`src/rtl/can_bus_ctrl.sv`:
```
// Intel-mode multiplexed AD bus master for up to 16 SJA1000-class CAN chips,
// with per-chip interrupt conditioning into a masked W1C pending register.
module can_bus_ctrl #(
  parameter int CH_NUM      = 2,
  parameter int ALE_CYC     = 2,
  parameter int STROBE_CYC  = 4,
  parameter int HOLD_CYC    = 2,
  parameter int RELEASE_CYC = 1024
) (
  input  logic              sys_clk,
  input  logic              rst,
  input  logic [31:0]       addr_32b_i,
  input  logic              wren_i,
  input  logic              rden_i,
  input  logic [31:0]       din_32b_i,
  output logic [31:0]       dout_32b_o,
  output logic              dout_32b_valid_o,
  output logic              busy_o,
  output logic              interrupt_o,
  input  logic [7:0]        can_ad_i,
  output logic [7:0]        can_ad_o,
  output logic              can_ad_oe,
  output logic [CH_NUM-1:0] can_cs_n,
  output logic              can_ale,
  output logic              can_wr_n,
  output logic              can_rd_n,
  input  logic [CH_NUM-1:0] can_int_n,
  output logic              can_rst_n
);

  localparam int CW = $clog2(RELEASE_CYC + 1);
  localparam logic [CW-1:0] REL_MAX  = CW'(RELEASE_CYC - 1);
  localparam logic [15:0]   ALE_LAST = 16'(ALE_CYC - 1);
  localparam logic [15:0]   STB_LAST = 16'(STROBE_CYC - 1);
  localparam logic [15:0]   HLD_LAST = 16'(HOLD_CYC - 1);

  typedef enum logic [2:0] {S_IDLE, S_ADDR, S_AHOLD, S_STROBE, S_RECOVER} state_t;

  state_t      state, state_nxt;
  logic [15:0] phase, phase_nxt;
  logic        req_wr, req_wr_nxt;
  logic [3:0]  req_ch, req_ch_nxt;
  logic [7:0]  req_reg, req_reg_nxt, req_data, req_data_nxt;

  logic [31:0]       dout_nxt;
  logic              valid_nxt, busy_nxt, ale_nxt, wr_n_nxt, rd_n_nxt, oe_nxt;
  logic [7:0]        ad_nxt;
  logic [CH_NUM-1:0] cs_nxt;
  logic              active;

  logic              is_chip, is_ctrl, ch_ok, ctrl_wr;
  logic [31:0]       ctrl_rdata;

  logic [CH_NUM-1:0] sync1, sync2, armed, armed_nxt, pend, pend_nxt, mask, set_v, clr_v;
  logic              rstctl;
  logic [CW-1:0]     cnt [CH_NUM];
  logic [CW-1:0]     cnt_nxt [CH_NUM];

  logic unused_bits;
  assign unused_bits = ^{addr_32b_i[31:16], addr_32b_i[1:0], din_32b_i[31:8]};

  assign can_rst_n = ~rstctl;

  always_comb begin
    is_chip    = (addr_32b_i[15:12] == 4'h0);
    is_ctrl    = (addr_32b_i[15:12] == 4'h1);
    ch_ok      = ({1'b0, addr_32b_i[11:8]} < 5'(CH_NUM));
    ctrl_rdata = '0;
    case (addr_32b_i[3:2])
      2'd0:    ctrl_rdata[CH_NUM-1:0] = pend;
      2'd1:    ctrl_rdata[CH_NUM-1:0] = mask;
      2'd2:    ctrl_rdata[0] = rstctl;
      default: ctrl_rdata = '0;
    endcase
  end

  always_comb begin
    state_nxt    = state;
    phase_nxt    = phase;
    req_wr_nxt   = req_wr;
    req_ch_nxt   = req_ch;
    req_reg_nxt  = req_reg;
    req_data_nxt = req_data;
    dout_nxt     = dout_32b_o;
    valid_nxt    = 1'b0;
    ctrl_wr      = 1'b0;
    case (state)
      S_IDLE: begin
        phase_nxt = '0;
        if (wren_i || rden_i) begin
          if (is_chip && ch_ok) begin
            state_nxt    = S_ADDR;
            req_wr_nxt   = wren_i;
            req_ch_nxt   = addr_32b_i[11:8];
            req_reg_nxt  = addr_32b_i[7:0];
            req_data_nxt = din_32b_i[7:0];
          end else if (wren_i) begin
            ctrl_wr = is_ctrl;
          end else begin
            valid_nxt = 1'b1;
            dout_nxt  = is_ctrl ? ctrl_rdata : '0;
          end
        end
      end
      S_ADDR: begin
        phase_nxt = phase + 16'd1;
        if (phase == ALE_LAST) begin
          state_nxt = S_AHOLD;
          phase_nxt = '0;
        end
      end
      S_AHOLD: begin
        state_nxt = S_STROBE;
        phase_nxt = '0;
      end
      S_STROBE: begin
        phase_nxt = phase + 16'd1;
        if (phase == STB_LAST) begin
          state_nxt = S_RECOVER;
          phase_nxt = '0;
          if (!req_wr) begin
            valid_nxt = 1'b1;
            dout_nxt  = {24'h0, can_ad_i};
          end
        end
      end
      S_RECOVER: begin
        phase_nxt = phase + 16'd1;
        if (phase == HLD_LAST) begin
          state_nxt = S_IDLE;
          phase_nxt = '0;
        end
      end
      default: state_nxt = S_IDLE;
    endcase

    // Bus pins are decoded from the next state so they register in step with it.
    active   = (state_nxt != S_IDLE);
    busy_nxt = active;
    ale_nxt  = (state_nxt == S_ADDR);
    wr_n_nxt = !((state_nxt == S_STROBE) && req_wr_nxt);
    rd_n_nxt = !((state_nxt == S_STROBE) && !req_wr_nxt);
    oe_nxt   = 1'b0;
    ad_nxt   = '0;
    if (state_nxt == S_ADDR || state_nxt == S_AHOLD) begin
      oe_nxt = 1'b1;
      ad_nxt = req_reg_nxt;
    end else if ((state_nxt == S_STROBE || state_nxt == S_RECOVER) && req_wr_nxt) begin
      oe_nxt = 1'b1;
      ad_nxt = req_data_nxt;
    end
    for (int unsigned i = 0; i < CH_NUM; i++) begin
      cs_nxt[i] = !(active && (req_ch_nxt == 4'(i)));
    end
  end

  always_ff @(posedge sys_clk or posedge rst) begin
    if (rst) begin
      state            <= S_IDLE;
      phase            <= '0;
      req_wr           <= 1'b0;
      req_ch           <= '0;
      req_reg          <= '0;
      req_data         <= '0;
      dout_32b_o       <= '0;
      dout_32b_valid_o <= 1'b0;
      busy_o           <= 1'b0;
      can_cs_n         <= '1;
      can_ale          <= 1'b0;
      can_wr_n         <= 1'b1;
      can_rd_n         <= 1'b1;
      can_ad_oe        <= 1'b0;
      can_ad_o         <= '0;
    end else begin
      state            <= state_nxt;
      phase            <= phase_nxt;
      req_wr           <= req_wr_nxt;
      req_ch           <= req_ch_nxt;
      req_reg          <= req_reg_nxt;
      req_data         <= req_data_nxt;
      dout_32b_o       <= dout_nxt;
      dout_32b_valid_o <= valid_nxt;
      busy_o           <= busy_nxt;
      can_cs_n         <= cs_nxt;
      can_ale          <= ale_nxt;
      can_wr_n         <= wr_n_nxt;
      can_rd_n         <= rd_n_nxt;
      can_ad_oe        <= oe_nxt;
      can_ad_o         <= ad_nxt;
    end
  end

  // A stuck-low line re-arms after the release timeout so it can pend again.
  always_comb begin
    set_v     = '0;
    armed_nxt = armed;
    cnt_nxt   = cnt;
    for (int unsigned i = 0; i < CH_NUM; i++) begin
      if (armed[i]) begin
        if (!sync2[i]) begin
          set_v[i]     = 1'b1;
          armed_nxt[i] = 1'b0;
          cnt_nxt[i]   = '0;
        end
      end else if (sync2[i] || cnt[i] == REL_MAX) begin
        armed_nxt[i] = 1'b1;
      end else begin
        cnt_nxt[i] = cnt[i] + 1'b1;
      end
    end
    clr_v    = (ctrl_wr && addr_32b_i[3:2] == 2'd0) ? din_32b_i[CH_NUM-1:0] : '0;
    pend_nxt = (pend & ~clr_v) | set_v;
  end

  always_ff @(posedge sys_clk or posedge rst) begin
    if (rst) begin
      sync1       <= '1;
      sync2       <= '1;
      armed       <= '1;
      pend        <= '0;
      mask        <= '0;
      rstctl      <= 1'b1;
      interrupt_o <= 1'b0;
      cnt         <= '{default: '0};
    end else begin
      sync1       <= can_int_n;
      sync2       <= sync1;
      armed       <= armed_nxt;
      pend        <= pend_nxt;
      cnt         <= cnt_nxt;
      interrupt_o <= |(pend & mask);
      if (ctrl_wr && addr_32b_i[3:2] == 2'd1) mask <= din_32b_i[CH_NUM-1:0];
      if (ctrl_wr && addr_32b_i[3:2] == 2'd2) rstctl <= din_32b_i[0];
    end
  end

endmodule

```
`config.mk`:
```
export PLATFORM = sky130hd
export DESIGN_NAME = can_bus_ctrl
export DESIGN_NICKNAME = d
export VERILOG_FILES = /design/src/rtl/can_bus_ctrl.sv
export SDC_FILE = /design/constraint.sdc
export NUM_CORES = 1
export LEC_CHECK = 0
export BUFFER_PORTS_ARGS = -buffer_cell sky130_fd_sc_hd__buf_2
export CORE_MARGIN = 3
export CORE_UTILIZATION = 55
export CTS_CLUSTER_SIZE = 40
export DETAILED_ROUTE_END_ITERATION = 10
export GPL_ROUTABILITY_DRIVEN = 0
export PLACE_DENSITY = 0.83
export SYNTH_ARGS = -nofsm -noshare
export SYNTH_HDL_FRONTEND = slang
export SYNTH_SLANG_ARGS = --single-unit
```
`constraint.sdc`:
```
create_clock -name sys_clk -period 8.2 [get_ports sys_clk]
set_input_delay 1.23 -clock sys_clk [delete_from_list [all_inputs] [get_ports sys_clk]]
set_output_delay 1.23 -clock sys_clk [all_outputs]
set_load 0.1 [all_outputs]
```
==> flow_summary_export.csv <==
group,metric,value,unit
status,status,"complete, no violations",
routing,vias_per_cell,5.56,
place,io_buffer_count,63,
sta,period_share,32.9,%
synth,synth_seq_cells,98,
sta,hold_viol,0,
power,p_leak,2.61,nW
clock_tree,cts_resized,0,
routing,post-route-drc-count,0,
clock_tree,cts_buffers,9,
synth,synthFlopType,"dfrtp_1",
critical_path,crit_path_end_kind,"flop",
clock_tree,cts.sink_count,98,
sta,drv_slew,0,
critical_path,worstPathArrival,2.96,ns
floorplanning,die_h,100,um
synth,syn_avg_cell_area,10.4,um2
routing,wirelength,9510,um
synth,synth_edf_count,0,
cells_and_area,antennaDiodeCount,0,
cells_and_area,mostFrequentLayoutCell,"dfrtp_1",
synth,seq_area_frac_synth,50.8,%
sta,clock.fmax,0.370,GHz
synth,muxShareOfSynthArea,7.91,%
cells_and_area,fin_nets,606,
clock_tree,ctsHoldBuffers,0,
critical_path,startpoint_type,"input pin",
critical_path,cpPeakStageDelay,0.51,ns
sta,worstMarginPinSlew,1.00,ns
floorplanning,core-area,0.00838,mm2
critical_path,critPathBufInv,1,
clock_tree,clock_latency,0.37,ns
routing,drt_iter0_drc,158,
cells_and_area,final_cell_mix,"87 x dfrtp_1, 63 x buf_2, 50 x nand2_1",
place,dp_hpwl,6860,um
floorplanning,ios,128,
sta,fin_skew,0.00920,ns
floorplanning,core.rowCount,33,
critical_path,critPathMaxFanout,27,
clock_tree,cts_root_buffer,"clkbuf_8",
power,p_per_area,281,mW/mm2
cells_and_area,fillers,680,
global_route,grt_pass1_vias,3509,
sta,finalSetupViolations,0,
hold_path,hp-class,"flop to flop",
critical_path,path_class,"input pin to flop",
synth,syn_area,0.00485,mm2
critical_path,cp_top_family,"compound AO/OA/AOI/OAI gates",
critical_path,required,8.46,ns
floorplanning,die-width,100,um
synth,synthAdderAreaFrac,1.03,%
clock_tree,cts_setup_buffers,0,
floorplanning,start_util,57.9,%
critical_path,cp_slowest_cell,"o2111ai_4",
routing,wl_per_cell,15.0,um
routing,ant_nets,0,
global_route,track_usage,20.3,%
sta,period_needed,2.70,ns
global_route,overflow,0,
global_route,grt_max_degree,63,
synth,synth_cells,467,
synth,synth_top_family_by_area,"simple AND/OR/NAND/NOR gates",
cells_and_area,layout-drive-gt1-share,23.4,%
power,p_total,1.50,mW
global_route,grt_antenna_before_repair,0,
flow_run,cap_viol_max_count,0,
cells_and_area,syn_to_final_growth,9.46,%
sta,tns,0,ns
synth,synth_warnings,0,
sta,slew_headroom,33.2,%
synth,ys_types,59,
cells_and_area,largest_reg_flops,22,
cells_and_area,regMostFlops,"cnt",
clock_tree,path_clk_slew,0.09,ns
sta,rsz0062_at_grt,"false",
routing,vias,3528,
global_route,grt_pass1_wl,16300,um
synth,synth-simple-area-share,18.9,%
synth,async_reset_ff_share,100,%
cells_and_area,reg_top3,"cnt: 22 flops, phase: 16 flops",
clock_tree,clockBufferDepth,2,
critical_path,crit_chain,"buf_2, nor4_4, o2111ai_4, mux2_2, o211ai_1, nand2_1",
synth,synthXorXnorAreaFrac,3.61,%
synth,synth_compound_area_share,10.8,%
routing,drtPass1Iterations,4,
power,peakVddDrop,0.213,mV
clock_tree,cts_tree,"done",
floorplanning,dieArea,0.00999,mm2
clock_tree,htreeDepth,3,
[worst paths after layout]
path / from / to / slack, ns / cells past startpoint
min reg2reg: sync1[0] / sync2[0] / 0.36 / 0
max in group asynchronous: rst / cnt[11] / 6.10 / 3
max: addr_32b_i[12] / can_ad_o[7] / 5.50 / 6
min: sync1[0] / sync2[0] / 0.36 / 0
max reg2reg: state[0] / can_cs_n[1] / 5.84 / 5
min in group asynchronous: rst / dout_32b_o[7] / 0.90 / 2
[cell families after synthesis]
kind of cell | Yosys count
AND/OR/NAND/NOR | 176
flip-flops | 98
AO/OA/AOI/OAI | 73
buffers and inverters | 60
multiplexers | 35
XOR/XNOR | 20
adder cells (fa/ha/maj) | 4
other | 1
[routing by layer]
layer / vias to the layer above / track usage, % / wire length, um
met4: 0 / 5.99 / 120
met2: 105 / 35.4 / 4900
met1: 1730 / 25.3 / 4000
li1: 1680 / - / -
met3: 13 / 4.45 / 491
met5: - / 0 / 0
[layout make-up]
type                    count  area (um2)  share of cell area, %
well taps                 105         131                   2.47
flip-flops and latches     98        2470                   46.4
clock buffers              12         155                   2.92
inverters                  19        72.6                   1.37
multi-input cells         332        2140                   40.3
repair buffers             64         323                   6.07
clock inverters             4        26.3                  0.494
[per-stage QoR]
stage               util [%]  cells  instance area [um2]  hold slack, ns  worst slack [ns]
floorplan                  -    490                 4940           0.345              4.43
global placement        61.2    618                 5130           0.347              5.15
detailed placement      61.2    618                 5130           0.347              5.09
CTS                     63.4    634                 5310           0.359              5.49
global route            63.4    634                 5310           0.365              5.31
finish                  63.4    634                 5310           0.358              5.50
[synth_stat cells, types with 2 or more instances]
cell type  number  area, um2
nor2_1         45        169
o22a_1          2       17.5
o21a_1          2       15.0
nand3_1        13       65.1
nand4_1         8       50.1
a31oi_1         3       18.8
o211a_1         2       20.0
xnor2_1         7       61.3
inv_1          19       71.3
or3_1           6       37.5
mux2_2         19        214
mux2i_1        14        140
nor3_2          2       20.0
buf_6           2       22.5
o22ai_1         4       25.0
a22o_1          3       26.3
o211ai_1        8       60.1
a21o_1          4       30.0
clkbuf_1       13       48.8
o21ai_0        14       70.1
nand3b_1        2       15.0
nor4_4          3       63.8
ha_1            4       50.1
nor3_1          9       45.0
dfstp_2        11        289
mux2_4          2       30.0
o21ai_1         2       10.0
nand2_1        50        188
nand2b_1       10       62.6
and4_1          2       17.5
a21oi_1        12       60.1
dfrtp_1        87       2180
buf_4          25        188
nor3b_1         2       15.0
nor2b_1         5       31.3
o2111ai_1       6       52.6
and3_1          5       31.3
and2_1          7       43.8
xor2_1         13        114
[report_power, final]
group	internal, mW	switching (mW)	total, mW
Combinational	0.132	0.469	0.601
Clock	0.127	0.163	0.291
Sequential	0.549	0.0554	0.604
[worst reg2reg max path: cells and delay by family, from the launching register on]
kind	cells	cell delay [ns]
AND/OR/NAND/NOR	2	0.55
AO/OA/AOI/OAI	3	1.15
flip-flops	1	0.56
No activity file was read; power rests on OpenSTA's default activity.
